$ cat src/rtl/time_up_counter_pkg.sv
// Shared BCD limits, the time-field type and the load-value check for the
// time-of-day counter.
package time_up_counter_pkg;

  typedef logic [7:0] bcd_t;

  localparam logic [3:0] DIGIT_MAX      = 4'd9;
  localparam logic [3:0] TENS_MAX       = 4'd5;
  localparam int         HOUR_MAX       = 23;
  localparam logic [3:0] HOUR_TENS_MAX  = 4'(HOUR_MAX / 10);
  localparam logic [3:0] HOUR_UNITS_TOP = 4'(HOUR_MAX % 10);

  function automatic logic bcd_time_valid(input bcd_t hh, input bcd_t mm, input bcd_t ss);
    logic ok;
    ok = (ss[3:0] <= DIGIT_MAX) && (ss[7:4] <= TENS_MAX) &&
         (mm[3:0] <= DIGIT_MAX) && (mm[7:4] <= TENS_MAX) &&
         (hh[3:0] <= DIGIT_MAX) && (hh[7:4] <= HOUR_TENS_MAX);
    if (hh[7:4] == HOUR_TENS_MAX && hh[3:0] > HOUR_UNITS_TOP) ok = 1'b0;
    return ok;
  endfunction

endpackage

$ cat src/rtl/time_up_counter_bcd_digit_up.sv
// One BCD digit of the cascade: counts 0..WRAP on cin, loads on load, and
// wraps early when force_wrap is set (the 23 -> 00 hour rollover).
module bcd_digit_up #(
  parameter logic [3:0] WRAP = 4'd9
) (
  input  logic       clk,
  input  logic       rst,
  input  logic       cin,
  input  logic       load,
  input  logic [3:0] load_val,
  input  logic       force_wrap,
  output logic [3:0] val,
  output logic [3:0] val_nxt,
  output logic       cout
);

  logic [3:0] val_q;
  logic [3:0] val_d;
  logic       at_top;

  always_comb begin
    at_top = (val_q == WRAP) || force_wrap;
    cout   = cin && at_top;
    val_d  = val_q;
    if (load)
      val_d = load_val;
    else if (cin)
      val_d = at_top ? 4'd0 : val_q + 4'd1;
  end

  always_ff @(posedge clk) begin
    if (!rst) val_q <= 4'd0;
    else      val_q <= val_d;
  end

  assign val     = val_q;
  assign val_nxt = val_d;

endmodule

$ cat src/rtl/time_up_counter.sv
// BCD hh:mm:ss time-of-day counter with prescaler, validated load and a
// single hh:mm alarm that rings until acknowledged or disarmed.
module time_up_counter
  import time_up_counter_pkg::*;
#(
  parameter int TICK_DIV = 1
) (
  input  logic       clk,
  input  logic       rst,
  input  logic       tick_in,
  input  logic       set_en,
  input  logic [7:0] set_hh,
  input  logic [7:0] set_mm,
  input  logic [7:0] set_ss,
  input  logic       alm_en,
  input  logic [7:0] alm_hh,
  input  logic [7:0] alm_mm,
  input  logic       alm_ack,
  output logic [7:0] hh,
  output logic [7:0] mm,
  output logic [7:0] ss,
  output logic       day_carry,
  output logic       set_err,
  output logic       alarm
);

  localparam int            PW         = (TICK_DIV > 1) ? $clog2(TICK_DIV) : 1;
  localparam logic [PW-1:0] PRESC_LAST = PW'(TICK_DIV - 1);

  logic [PW-1:0] presc_q, presc_d;
  logic          day_carry_q, day_carry_d;
  logic          set_err_q, set_err_d;
  logic          alarm_q, alarm_d;

  logic          set_ok, step_raw, step, hour_wrap, alarm_hit;
  logic [5:0]    c;
  bcd_t          hh_nxt, mm_nxt, ss_nxt;

  always_comb begin
    set_ok    = set_en && bcd_time_valid(set_hh, set_mm, set_ss);
    step_raw  = tick_in && (presc_q == PRESC_LAST);
    // A valid load owns this edge, so any coinciding second-step is dropped.
    step      = step_raw && !set_ok;
    hour_wrap = (hh[7:4] == HOUR_TENS_MAX) && (hh[3:0] == HOUR_UNITS_TOP);
  end

  bcd_digit_up #(.WRAP(DIGIT_MAX)) u_ss_u (
    .clk(clk), .rst(rst), .cin(step), .load(set_ok), .load_val(set_ss[3:0]),
    .force_wrap(1'b0), .val(ss[3:0]), .val_nxt(ss_nxt[3:0]), .cout(c[0]));
  bcd_digit_up #(.WRAP(TENS_MAX)) u_ss_t (
    .clk(clk), .rst(rst), .cin(c[0]), .load(set_ok), .load_val(set_ss[7:4]),
    .force_wrap(1'b0), .val(ss[7:4]), .val_nxt(ss_nxt[7:4]), .cout(c[1]));
  bcd_digit_up #(.WRAP(DIGIT_MAX)) u_mm_u (
    .clk(clk), .rst(rst), .cin(c[1]), .load(set_ok), .load_val(set_mm[3:0]),
    .force_wrap(1'b0), .val(mm[3:0]), .val_nxt(mm_nxt[3:0]), .cout(c[2]));
  bcd_digit_up #(.WRAP(TENS_MAX)) u_mm_t (
    .clk(clk), .rst(rst), .cin(c[2]), .load(set_ok), .load_val(set_mm[7:4]),
    .force_wrap(1'b0), .val(mm[7:4]), .val_nxt(mm_nxt[7:4]), .cout(c[3]));
  bcd_digit_up #(.WRAP(DIGIT_MAX)) u_hh_u (
    .clk(clk), .rst(rst), .cin(c[3]), .load(set_ok), .load_val(set_hh[3:0]),
    .force_wrap(hour_wrap), .val(hh[3:0]), .val_nxt(hh_nxt[3:0]), .cout(c[4]));
  bcd_digit_up #(.WRAP(HOUR_TENS_MAX)) u_hh_t (
    .clk(clk), .rst(rst), .cin(c[4]), .load(set_ok), .load_val(set_hh[7:4]),
    .force_wrap(1'b0), .val(hh[7:4]), .val_nxt(hh_nxt[7:4]), .cout(c[5]));

  always_comb begin
    presc_d = presc_q;
    if (set_ok)
      presc_d = '0;
    else if (tick_in)
      presc_d = step_raw ? '0 : presc_q + 1'b1;

    day_carry_d = step && c[5];
    set_err_d   = set_en && !set_ok;

    // Only a counted step can ring; a non-BCD alarm time can never equal a counted time.
    alarm_hit = alm_en && step && bcd_time_valid(alm_hh, alm_mm, 8'h00) &&
                (hh_nxt == alm_hh) && (mm_nxt == alm_mm) && (ss_nxt == 8'h00);
    alarm_d = alarm_q;
    if (alarm_hit)
      alarm_d = 1'b1;
    else if (alm_ack || !alm_en)
      alarm_d = 1'b0;
  end

  always_ff @(posedge clk) begin
    if (!rst) begin
      presc_q     <= '0;
      day_carry_q <= 1'b0;
      set_err_q   <= 1'b0;
      alarm_q     <= 1'b0;
    end else begin
      presc_q     <= presc_d;
      day_carry_q <= day_carry_d;
      set_err_q   <= set_err_d;
      alarm_q     <= alarm_d;
    end
  end

  assign day_carry = day_carry_q;
  assign set_err   = set_err_q;
  assign alarm     = alarm_q;

endmodule

$ cat config.mk
export PLATFORM = sky130hd
export DESIGN_NAME = time_up_counter
export DESIGN_NICKNAME = d
export VERILOG_FILES = /design/src/rtl/time_up_counter_pkg.sv /design/src/rtl/time_up_counter_bcd_digit_up.sv /design/src/rtl/time_up_counter.sv
export SDC_FILE = /design/constraint.sdc
export NUM_CORES = 1
export LEC_CHECK = 0
export ABC_AREA = 1
export CORE_UTILIZATION = 28
export DETAILED_ROUTE_END_ITERATION = 6
export GPL_TIMING_DRIVEN = 0
export HOLD_SLACK_MARGIN = 0.02
export PLACE_DENSITY = 0.57
export SYNTH_ARGS = -nofsm -noshare
export SYNTH_HDL_FRONTEND = slang
export SYNTH_SLANG_ARGS = --single-unit
$ cat constraint.sdc
create_clock -name clk -period 1.9 [get_ports clk]
set_input_delay 0.38 -clock clk [delete_from_list [all_inputs] [get_ports clk]]
set_output_delay 0.38 -clock clk [all_outputs]
set_load 0.05 [all_outputs]
==> run_results.csv <==
group,metric,value,unit
critical_path,worst_ep_required_time,2.14,ns
floorplanning,start_util,29.4,%
synthesis,synth_area,2460,sq um
detailed_routing,wl_per_cell,15.5,um
cts,cts_max_path_buffers,2,
global_route,grt_max_degree,16,
cts,cts.sinks,28,
placement,gp_congestion,0.870,
synthesis,synth_nets,451,
synthesis,synth-xor-area-share,1.78,%
detailed_routing,post_drt_via_cell_ratio,5.02,
synthesis,synth_flop_cell,"dfxtp_1",
detailed_routing,first_pass_iters,5,
critical_path,r2r-start,"u_ss_u.val[0]",
power,p_leak,1.91,nW
global_route,grt_first_pass_wirelength,13.7,mm
synthesis,synth_top_family_by_area,"simple AND/OR/NAND/NOR gates",
layout,final_util,47.0,%
synthesis,synth_simple_gate_area_share,52.5,%
cts,ctsRootBufferMaster,"clkbuf_8",
cts,ctsHoldBuffers,0,
timing,min_period,2.27,ns
timing,max_freq,440,MHz
detailed_routing,drt_wl_total,9.55,mm
floorplanning,die_area,9180,sq um
layout,antennaDiodeCount,0,
power,power.total,1.33,mW
timing,max_slew_margin,49.5,%
placement,io_buffers,72,
synthesis,synthAdderAreaFrac,1.02,%
critical_path,start_kind,"input pin",
layout,fin_cells,615,
synthesis,ys_seq_area_share,22.8,%
critical_path,worstPathMaxFanout,6,
run_status,status,"complete, but fails checks",
layout,nFillCells,864,
timing,final_hold_viol_count,0,
critical_path,r2r_setup_slack,-0.35,ns
synthesis,async_flop_share,0,%
floorplanning,num_rows,33,
critical_path,cp-startpoint,"set_ss[5]",
synthesis,ys_warn_count,0,
critical_path,worst-setup-path-type,"input pin to flop",
detailed_routing,drc,0,
global_route,grt_use_total,19.6,%
synthesis,synth_compound_area_share,10.1,%
synthesis,synth_cell_type_count,42,
critical_path,rr_worst_depth,19,
layout,fin_area,3940,sq um
cts,path_clk_slew,0.11,ns
placement,placed_area,3370,sq um
layout,drive_gt1_share,34.7,%
cts,cts_tree,"done",
synthesis,synthMuxAreaShare,0,%
synthesis,postSynthCellCount,403,
timing,drv_slew,0,
synthesis,synth-edff-count,0,
power,vdd_ir_drop_max,0.307,mV
cts,numCtsBuffers,3,
critical_path,crit_path_end_kind,"flop",
synthesis,avgSynthCellArea,6.11,sq um
layout,area_growth,59.8,%
run_status,violations,"negative setup slack",
timing,rsz0062_at_grt,"yes",
layout,multi_input_area,1870,sq um
layout,regArea,601,sq um
timing,worst_pin_slew,0.758,ns
run,max_cap_violations,0,
global_route,antenna_found_initial,0,
floorplanning,ioPinCount,73,
cts,htree_levels,1,
global_route,grt_remaining_overflow,0,
timing,clock_skew,0.00812,ns
detailed_routing,drt_iter0_drc,303,
detailed_routing,ant_nets,0,
layout,nets,559,
layout,layout_common_cells,"99 x nand2_1, 44 x inv_1, 37 x clkdlybuf4s50_1, 35 x nor2_1, 32 x nand3_1",
timing,finalSetupViolations,2,
floorplanning,core,8380,sq um
layout,final_common_cell,"nand2_1",
power,power_density,337,nW/um^2
placement,dp.cells,580,
floorplanning,dieHeight,95.8,um
detailed_routing,num_vias,3086,
timing,setup_ws,-0.373,ns
timing,setup-tns-final,-0.379,ns
floorplanning,die_width,95.8,um
placement,dp_hpwl,6.56,mm
min_path,hp-class,"input pin to flop",
cts,clock_latency,0.30,ns
synthesis,ys_seq_elements,28,
global_route,grt_pass1_vias,2792,
timing,fin_crit_sh,120,%
critical_path,reg2reg_to,"alarm",
critical_path,cp-endpoint,"alarm",
critical_path,cp.arrival,2.52,ns
==> through the flow <==
stage,setup WS (ns),hold slack [ns]
3_3_place_gp,-1.04,0.482
6_report,-0.373,0.365
2_1_floorplan,-0.108,0.472
3_5_place_dp,-1.01,0.487
5_1_grt,-0.558,0.375
4_1_cts,-0.484,0.488
==> flip-flops by register name (all words and copies together) (netlist names) <==
register	count
u_mm_u.val	4
u_hh_u.val	4
presc_q	1
alarm	1
u_mm_t.val	4
day_carry	1
u_ss_u.val	4
u_hh_t.val	4
set_err	1
u_ss_t.val	4
==> logic make-up (layout without fill, tap and decap cells) <==
family | Yosys count | count (layout)
AOI/OAI and AO/OA | 41 | 41
xor gates and xnor gates | 5 | 5
adders and majority gates | 2 | 2
buffers and inverters | 68 | 174
DFF | 28 | 28
and+or+nand+nor | 259 | 260
==> worst max-delay path, cell delays in order <==
cell,delay (ns)
clkdlybuf4s15_1,0.23
nand2_2,0.12
nand2_2,0.08
nor2_4,0.13
nand3_4,0.13
buf_12,0.18
buf_12,0.13
buf_6,0.10
or2_1,0.23
nand2_1,0.08
nand2_1,0.05
nand2_1,0.09
nand3_2,0.09
nor3_4,0.18
nand2_2,0.08
nor2_2,0.09
nor2_1,0.05
nor2_1,0.07
==> metal layers <==
layer	global-route usage, %	routed length [um]
met5	0	0
met3	2.45	677
met1	26.7	4230
met2	32.6	4430
met4	5.35	205
==> Yosys cell counts (2+ instances only) <==
| library cell | n | area, sq um |
|---|---|---|
| a211oi_1 | 3 | 22.5 |
| a21oi_1 | 12 | 60.1 |
| buf_2 | 4 | 20.0 |
| buf_6 | 2 | 22.5 |
| clkbuf_1 | 2 | 7.51 |
| clkinv_1 | 2 | 7.51 |
| dfxtp_1 | 28 | 561 |
| ha_1 | 2 | 25.0 |
| inv_1 | 52 | 195 |
| inv_2 | 5 | 18.8 |
| nand2_1 | 119 | 447 |
| nand2_2 | 5 | 31.3 |
| nand3_1 | 39 | 195 |
| nand3_2 | 5 | 50.1 |
| nand3_4 | 3 | 52.6 |
| nand3b_1 | 3 | 22.5 |
| nand4_1 | 10 | 62.6 |
| nor2_1 | 45 | 169 |
| nor2_2 | 3 | 18.8 |
| nor2_4 | 6 | 67.6 |
| nor3_1 | 4 | 20.0 |
| nor3_2 | 3 | 30.0 |
| o211ai_1 | 3 | 22.5 |
| o21ai_0 | 9 | 45.0 |
| o21ai_1 | 5 | 25.0 |
| o21ai_2 | 2 | 17.5 |
| or2_1 | 6 | 37.5 |
| or2_2 | 3 | 18.8 |
| xor2_1 | 5 | 43.8 |
==> worst min path at each step <==
stage          startpoint             to  slack [ns]  depth (start not counted)
2_1_floorplan     presc_q        presc_q        0.47                          2
3_3_place_gp      presc_q        presc_q        0.48                          2
3_5_place_dp      presc_q        presc_q        0.49                          2
4_1_cts           tick_in        presc_q        0.49                          4
5_1_grt         set_ss[1]  u_ss_u.val[1]        0.37                          3
6_report        set_ss[1]  u_ss_u.val[1]        0.37                          3
==> layout make-up <==
type | count | area share [%]
repair buffers | 103 | 24.5
well taps | 105 | 3.34
multi-input cells | 308 | 47.5
clock buffers | 4 | 1.40
inverters | 59 | 6.01
flip-flops and latches | 28 | 15.3
plain buffers | 8 | 2.00
==> timing repair <==
action                                  4_1_cts  5_1_grt
pin swaps                                    15       47
endpoints found under the setup margin       19       16
setup buffers                                13       18
resized for setup                            64      103
cloned                                        2        1
==> report_power, final <==
| group | switching, mW | internal (mW) |
|---|---|---|
| logic | 0.176 | 0.141 |
| registers | 0.00612 | 0.587 |
| clock network | 0.229 | 0.187 |
No activity file was read; power rests on OpenSTA's default activity.
